--- config.mk ---
export PLATFORM = sky130hd
export DESIGN_NAME = servo_pwm_writer_flat
export DESIGN_NICKNAME = d
export VERILOG_FILES = /design/src/rtl/servo_pwm_writer_if.sv /design/src/rtl/servo_pwm_writer.sv /design/src/flat_wrapper.sv
export SDC_FILE = /design/constraint.sdc
export NUM_CORES = 1
export LEC_CHECK = 0
export ABC_CLOCK_PERIOD_IN_PS = 2900
export CAP_MARGIN = 0
export CORE_UTILIZATION = 55
export DETAILED_ROUTE_END_ITERATION = 8
export PLACE_DENSITY = 0.82
export SYNTH_ARGS = -nofsm -noshare
export SYNTH_HDL_FRONTEND = slang
export SYNTH_SLANG_ARGS = --single-unit
export TNS_END_PERCENT = 10
--- constraint.sdc ---
create_clock -name clk -period 2.9 [get_ports clk]
set_input_delay 0.58 -clock clk [delete_from_list [all_inputs] [get_ports clk]]
set_output_delay 0.58 -clock clk [all_outputs]
set_load 0.02 [all_outputs]
--- src/rtl/servo_pwm_writer_if.sv ---
// Command port and Avalon-MM write bus between the duty controller, the
// writer and the Servo modulator's register slave.
interface servo_pwm_writer_if;
    logic        cmd_valid;
    logic        cmd_ready;
    logic [15:0] cmd_duty0;
    logic [15:0] cmd_duty1;
    logic [15:0] cmd_duty2;
    logic [15:0] cmd_maxctr;
    logic        cmd_maxctr_en;
    logic [3:0]  avm_address;
    logic        avm_write;
    logic [31:0] avm_writedata;
    logic        avm_waitrequest;
    logic        done;

    modport master (
        input  cmd_valid, cmd_duty0, cmd_duty1, cmd_duty2, cmd_maxctr, cmd_maxctr_en,
        input  avm_waitrequest,
        output cmd_ready, avm_address, avm_write, avm_writedata, done
    );

    modport slave (
        output cmd_valid, cmd_duty0, cmd_duty1, cmd_duty2, cmd_maxctr, cmd_maxctr_en,
        output avm_waitrequest,
        input  cmd_ready, avm_address, avm_write, avm_writedata, done
    );
endinterface

--- src/rtl/servo_pwm_writer.sv ---
// Avalon-MM master that initialises the Servo modulator's mode registers and then
// writes dead-time-separated compare pairs plus the update strobe per duty command.
module servo_pwm_writer #(
    parameter int unsigned DEADTIME     = 16,
    parameter logic        UPDATE_ON0   = 1'b1,
    parameter logic        UPDATE_ONMAX = 1'b0,
    parameter logic        TRIG_ON0     = 1'b1,
    parameter logic        TRIG_ONMAX   = 1'b0
) (
    input  logic                clk,
    input  logic                reset_n,
    servo_pwm_writer_if.master  bus
);

    typedef enum logic [1:0] {INIT, IDLE, WRITE, FIN} state_t;

    localparam logic [16:0] DT = 17'(DEADTIME);

    state_t      state_q, state_d;
    logic [2:0]  idx_q, idx_d;
    logic [15:0] cmp_q [6];
    logic [15:0] cmp_d [6];
    logic [15:0] maxctr_q, maxctr_d;
    logic        maxctr_en_q, maxctr_en_d;

    logic        write_q, write_d;
    logic [3:0]  addr_q, addr_d;
    logic [15:0] data_q, data_d;
    logic        ready_q, ready_d;
    logic        done_q, done_d;
    logic        accepted;

    function automatic logic [15:0] sat_low(input logic [15:0] d);
        logic [16:0] x;
        x = {1'b0, d};
        return (x > DT) ? 16'(x - DT) : '0;
    endfunction

    function automatic logic [15:0] sat_high(input logic [15:0] d);
        logic [16:0] s;
        s = {1'b0, d} + DT;
        return (s > 17'h0FFFF) ? 16'hFFFF : s[15:0];
    endfunction

    assign accepted = write_q & ~bus.avm_waitrequest;

    always_comb begin
        state_d     = state_q;
        idx_d       = idx_q;
        cmp_d       = cmp_q;
        maxctr_d    = maxctr_q;
        maxctr_en_d = maxctr_en_q;

        case (state_q)
            INIT: begin
                if (accepted) begin
                    if (idx_q == 3'd3) begin
                        state_d = IDLE;
                        idx_d   = '0;
                    end else begin
                        idx_d = idx_q + 3'd1;
                    end
                end
            end
            IDLE: begin
                if (bus.cmd_valid && ready_q) begin
                    state_d     = WRITE;
                    idx_d       = '0;
                    cmp_d[0]    = sat_low(bus.cmd_duty0);
                    cmp_d[1]    = sat_high(bus.cmd_duty0);
                    cmp_d[2]    = sat_low(bus.cmd_duty1);
                    cmp_d[3]    = sat_high(bus.cmd_duty1);
                    cmp_d[4]    = sat_low(bus.cmd_duty2);
                    cmp_d[5]    = sat_high(bus.cmd_duty2);
                    maxctr_d    = bus.cmd_maxctr;
                    maxctr_en_d = bus.cmd_maxctr_en;
                end
            end
            WRITE: begin
                if (accepted) begin
                    case (idx_q)
                        3'd5:    idx_d = maxctr_en_q ? 3'd6 : 3'd7;
                        3'd7: begin
                            state_d = FIN;
                            idx_d   = '0;
                        end
                        default: idx_d = idx_q + 3'd1;
                    endcase
                end
            end
            FIN:     state_d = IDLE;
            default: state_d = INIT;
        endcase

        // Outputs are registered from the next state so they hold through stalls
        // and read as idle while reset is asserted.
        write_d = 1'b0;
        addr_d  = '0;
        data_d  = '0;
        ready_d = 1'b0;
        done_d  = 1'b0;

        case (state_d)
            INIT: begin
                write_d = 1'b1;
                case (idx_d[1:0])
                    2'd0: begin addr_d = 4'hA; data_d = {15'b0, UPDATE_ON0};   end
                    2'd1: begin addr_d = 4'hB; data_d = {15'b0, UPDATE_ONMAX}; end
                    2'd2: begin addr_d = 4'hC; data_d = {15'b0, TRIG_ON0};     end
                    default: begin addr_d = 4'hD; data_d = {15'b0, TRIG_ONMAX}; end
                endcase
            end
            IDLE: ready_d = 1'b1;
            WRITE: begin
                write_d = 1'b1;
                case (idx_d)
                    3'd0: begin addr_d = 4'h0; data_d = cmp_d[0]; end
                    3'd1: begin addr_d = 4'h1; data_d = cmp_d[1]; end
                    3'd2: begin addr_d = 4'h2; data_d = cmp_d[2]; end
                    3'd3: begin addr_d = 4'h3; data_d = cmp_d[3]; end
                    3'd4: begin addr_d = 4'h4; data_d = cmp_d[4]; end
                    3'd5: begin addr_d = 4'h5; data_d = cmp_d[5]; end
                    3'd6: begin addr_d = 4'h8; data_d = maxctr_d; end
                    default: begin addr_d = 4'hF; data_d = 16'd1; end
                endcase
            end
            FIN:     done_d = 1'b1;
            default: ;
        endcase
    end

    always_ff @(posedge clk or negedge reset_n) begin
        if (!reset_n) begin
            state_q     <= INIT;
            idx_q       <= '0;
            cmp_q       <= '{default: '0};
            maxctr_q    <= '0;
            maxctr_en_q <= 1'b0;
            write_q     <= 1'b0;
            addr_q      <= '0;
            data_q      <= '0;
            ready_q     <= 1'b0;
            done_q      <= 1'b0;
        end else begin
            state_q     <= state_d;
            idx_q       <= idx_d;
            cmp_q       <= cmp_d;
            maxctr_q    <= maxctr_d;
            maxctr_en_q <= maxctr_en_d;
            write_q     <= write_d;
            addr_q      <= addr_d;
            data_q      <= data_d;
            ready_q     <= ready_d;
            done_q      <= done_d;
        end
    end

    assign bus.avm_write     = write_q;
    assign bus.avm_address   = addr_q;
    assign bus.avm_writedata = {16'h0000, data_q};
    assign bus.cmd_ready     = ready_q;
    assign bus.done          = done_q;

endmodule

--- src/flat_wrapper.sv ---
// flat-port wrapper written by rule: the top's interface ports become plain ports
module servo_pwm_writer_flat 
#(
    parameter int unsigned DEADTIME     = 16,
    parameter logic        UPDATE_ON0   = 1'b1,
    parameter logic        UPDATE_ONMAX = 1'b0,
    parameter logic        TRIG_ON0     = 1'b1,
    parameter logic        TRIG_ONMAX   = 1'b0
)
  (clk, reset_n, bus_cmd_valid, bus_cmd_duty0, bus_cmd_duty1, bus_cmd_duty2, bus_cmd_maxctr, bus_cmd_maxctr_en, bus_avm_waitrequest, bus_cmd_ready, bus_avm_address, bus_avm_write, bus_avm_writedata, bus_done);
  servo_pwm_writer_if bus_i ();
  input  logic clk;
  input  logic reset_n;
  input wire logic [$bits(bus_i.cmd_valid)-1:0] bus_cmd_valid;
  input wire logic [$bits(bus_i.cmd_duty0)-1:0] bus_cmd_duty0;
  input wire logic [$bits(bus_i.cmd_duty1)-1:0] bus_cmd_duty1;
  input wire logic [$bits(bus_i.cmd_duty2)-1:0] bus_cmd_duty2;
  input wire logic [$bits(bus_i.cmd_maxctr)-1:0] bus_cmd_maxctr;
  input wire logic [$bits(bus_i.cmd_maxctr_en)-1:0] bus_cmd_maxctr_en;
  input wire logic [$bits(bus_i.avm_waitrequest)-1:0] bus_avm_waitrequest;
  output wire logic [$bits(bus_i.cmd_ready)-1:0] bus_cmd_ready;
  output wire logic [$bits(bus_i.avm_address)-1:0] bus_avm_address;
  output wire logic [$bits(bus_i.avm_write)-1:0] bus_avm_write;
  output wire logic [$bits(bus_i.avm_writedata)-1:0] bus_avm_writedata;
  output wire logic [$bits(bus_i.done)-1:0] bus_done;
  assign bus_i.cmd_valid = bus_cmd_valid;
  assign bus_i.cmd_duty0 = bus_cmd_duty0;
  assign bus_i.cmd_duty1 = bus_cmd_duty1;
  assign bus_i.cmd_duty2 = bus_cmd_duty2;
  assign bus_i.cmd_maxctr = bus_cmd_maxctr;
  assign bus_i.cmd_maxctr_en = bus_cmd_maxctr_en;
  assign bus_i.avm_waitrequest = bus_avm_waitrequest;
  assign bus_cmd_ready = bus_i.cmd_ready;
  assign bus_avm_address = bus_i.avm_address;
  assign bus_avm_write = bus_i.avm_write;
  assign bus_avm_writedata = bus_i.avm_writedata;
  assign bus_done = bus_i.done;
  servo_pwm_writer #(.DEADTIME(DEADTIME), .UPDATE_ON0(UPDATE_ON0), .UPDATE_ONMAX(UPDATE_ONMAX), .TRIG_ON0(TRIG_ON0), .TRIG_ONMAX(TRIG_ONMAX)) u_core (.clk(clk), .reset_n(reset_n), .bus(bus_i));
endmodule
Word level (Yosys, flattened, before mapping). Index checks and enable logic that the tools add are counted.

Register bits after elaboration: 141. Input bits: 69. Output and inout bits: 39. Word-level logic and storage cells: 87.

$add $sub $neg: 7. $lt $le $gt $ge: 6. Equality and inequality tests: 17. Multiplexer cells: 32. Bitwise operators: 2. Reductions and logical operators: 8.

Operator list (number): two-way mux 96 bit (2); two-way mux 16 bit (8); case mux 16 bit (7 select lines) (1); adder 16 x 5 -> 17 bit, second input constant (3); greater-than comparator 17 x 16 -> 1 bit, second input constant (3); greater-than comparator 16 x 5 -> 1 bit, second input constant (3); subtractor 16 x 5 -> 16 bit, second input constant (3); case mux 16 bit (2 select lines) (1); case mux 4 bit (7 select lines) (1); case mux 3 bit (3 select lines) (2); equality test 3 bit, second input constant (5); two-way mux 3 bit (4); equality test 2 bit, second input constant (5); two-way mux 2 bit (5); equality test 3 x 2 -> 1 bit, second input constant (3); case mux 2 bit (4 select lines) (1); case mux 4 bit (2 select lines) (1); equality test 2 x 1 -> 1 bit, second input constant (3); logical NOT 2 bit (3); case mux 3 bit (2 select lines) (1); two-way mux 1 bit (5); OR reduction 2 bit (2); adder 3 x 1 -> 3 bit, second input constant (1); equality test 3 x 1 -> 1 bit, second input constant (1); other kinds (5) (5).

Longest topological paths before layout.
Depth in word-level cells: 8. Depth in mapped cells: 12. Gate-level depth less buffers: 10.

Worst setup path after synthesis. No wires, ideal clock.

Path type: input to register. Start: input bus_cmd_duty2[9]. End: register u_core.data_q[7]. Library setup time: 0.139 ns. Arrival time: 2.704 ns. Required time: 2.761 ns. Slack: 0.057 ns. Stages: 9. Path buffers: 2. Cell sequence: buf_6 > or4_4 > or4_4 > o31ai_4 > buf_6 > o21ai_2 > mux4_2 > nor2_1 > a211oi_1.

RTL lines: from (decl) (RTL line flat_wrapper.sv:17) `input wire logic [$bits(bus_i.cmd_duty2)-1:0] bus_cmd_duty2;`; to (signal assigned) (RTL line servo_pwm_writer.sv:152) `data_q <= data_d;`; to (decl) (RTL line servo_pwm_writer.sv:28) `logic [15:0] data_q, data_d;`.

==> flow_summary.toml <==
[setup_path]
crit_path_max_fanout = 6
regToRegStartpoint = "u_core.idx_q[0]"
worstSetupPathType = "input port to register"
crit_path_end_kind = "register"
startpoint_type = "input port"
arrival_ns = 3.17
worstRegToRegCells = 12
worstPathRequired_ns = 3.26
crit_start = "bus_cmd_duty2[4]"

[sta]
fin_crit_ns = 2.80
final.setup_skew_ns = 0.00943
relSlewSlack = 0.593
setup_viol = 0
worst_pin_slew_ns = 0.611
finalMaxSlewViolations = 0
finalHoldViolations = 0
fmaxAchievable_mhz = 357
whs_ns = 0.134
rsz0062_at_grt = "false"
final.period_utilization = 0.967
fin_ws_ns = 0.0967

[outcome]
status = "finished clean"

[logic_synthesis]
synth_most_common_cell = "nand2_1"
ys_ff_latch = 141
yosysSeqAreaShare = 0.444
synth_cell_types = 78
yosys.area.top_type = "dfrtp_1"
async_reset_ff_frac = 1.00
yosysWarnings = 0
syn_avg_cell_area_um2 = 8.95
synthFlopType = "dfrtp_1"
syn_inst = 889
yosys-top-cells-area = "dfrtp_1 (44%), nand2_1 (7.4%), nor2_1 (3.8%)"
synth_edf_count = 0
netlist_area_um2 = 7950
post-synth-top-area-fraction = 0.444
ys_top_cells_by_count = "nand2_1 (156), dfrtp_1 (141), nor2_1 (80)"

[die]
start_util = 0.569
ios = 108
core_um2 = 14000
row_count = 43
die_h_um = 122
die_w_um = 122
fp.dieArea_um2 = 14900

[grt]
use_met1 = 0.485
grt_pass1_vias = 7624
grt_overflow = 0
antenna_found_initial = 0
grt_max_degree = 64
use_met3 = 0.0720
busiest_layer = "met2"
grt_pass1_wl_mm = 40.9
use_met2 = 0.590
grt.total_usage = 0.367

[pwr]
ir_drop_v = 0.000585
power_mw = 10.9
powerDensity_nw_per_um2 = 1000
leakage_nw = 4.91

[clocking]
clkSlewWorstSetupHoldPaths_ns = 0.06
insertion_delay_ns = 0.43
ctsLongestPathBuffers = 2
postCtsHoldBufs = 0
clock_tree.root_cell = "clkbuf_16"
ctsHtreeMaxLevel = 4
cts_sinks = 141
tritoncts = "done"
cts_made_buffers = 17

[routing]
drtIter0Drc = 925
dr_total_vias = 8079
vias_per_cell = 6.16
wl_per_cell_um = 19.9
firstDrtPassIters = 7
drtAntennaViolNets = 0
wl_mm = 26.0
remaining_drc_errors = 0

[final_layout]
post-route-util = 0.780
syn_to_final_growth_pct = 37.2
antennaDiodeCount = 0
fin_nets = 1203
drive_gt1_frac = 0.223

[job]
drv_cap = 0

[place]
dp_slack_ns = -0.466
io_buffers = 91
place.gp.congestion = 0.957
hpwl_mm = 18.5

[worst_hold_path]
hold_path.class = "input port to asynchronous set/reset pin"
## cell families (layout without fill, tap and decap cells)
group	count (synthesis)	after routing	synth area share
fa+ha+maj	16	16	0.0252
xor+xnor	51	51	0.0562
compound gates	218	218	0.191
other cells	1	16	0.000472
mux	18	18	0.0280
flops	141	141	0.444
simple gates	339	339	0.195
buf+inv	105	332	0.0606
## cell type report
cell class                      count  area, um^2
Multi-Input combinational cell    658        4040
Sequential cell                   141        3530
Fill cell                         911        3080
Timing Repair Buffer              276        2420
Clock buffer                       19         453
Tap cell                          180         225
Clock inverter                     13         141
Inverter                           24        97.6
## layout by cell type (no fill, tap or decap), types with 21 or more instances in the layout
cell type,netlist,routed
o21ai_0,38,33
nor2_1,80,79
a21oi_1,41,41
o22a_1,24,24
inv_1,23,22
clkdlybuf4s50_1,0,86
o31ai_1,31,30
nand3_1,21,21
buf_4,16,174
xnor2_1,34,34
dfrtp_1,141,141
nand2_1,156,156
## repair_timing
action,CTS,global route
resized for setup,2,21
endpoints found under the hold margin,0,0
pin swaps,1,5
setup endpoints to repair,5,13
buffers inserted,1,2
## worst paths after layout
kind	slack, ns	end
setup / recovery	0.1	u_core.cmp_q[2]
hold / removal	0.13	u_core.cmp_q[46]
setup reg to reg	0.1	u_core.data_q[0]
hold reg to reg	0.47	u_core.cmp_q[23]
max in group asynchronous	2.06	u_core.data_q[4]
min in group clk	0.47	u_core.cmp_q[23]
## worst max-delay path: stages
cell             delay [ns]
clkdlybuf4s50_1        0.58
inv_1                  0.09
buf_4                  0.15
ha_1                   0.20
nor4bb_1               0.46
nand3_1                0.14
nor3_1                 0.20
nand3_1                0.15
o21ai_1                0.27
buf_4                  0.21
o22a_1                 0.14
## power by group
group          switching, mW  total [mW]  internal [mW]  leakage [nW]
Clock                  0.865        2.18           1.31         0.285
Combinational           3.08        5.56           2.48          2.85
Sequential             0.373        3.21           2.84          1.77
Total                   4.32        10.9           6.63          4.91
## metrics by stage
step                      cells  TNS, ns  cell area [um^2]
after floorplan             904        0              8010
after global placement     1276    -4.79             10200
after detailed placement   1276    -6.79             10200
after CTS                  1309        0             10800
after global routing       1311        0             10900
final                      1311        0             10900
## registers in the layout (all words and copies together), names as in the netlist
| signal | flops |
|---|---|
| u_core.bus.avm_write | 1 |
| u_core.bus.cmd_ready | 1 |
| u_core.idx_q | 3 |
| u_core.state_q | 2 |
| u_core.bus.done | 1 |
| u_core.maxctr_q | 16 |
| u_core.bus.avm_address | 4 |
| u_core.maxctr_en_q | 1 |
| u_core.data_q | 16 |
| u_core.cmp_q | 96 |
## metal layers
layer | share of wire | vias to the layer above
met5 | 0 | -
met4 | 0.039 | 0
met3 | 0.090 | 97
met2 | 0.48 | 541
met1 | 0.39 | 3873
li1 | - | 3568
Note: power is estimated with default switching activity, not from simulation.
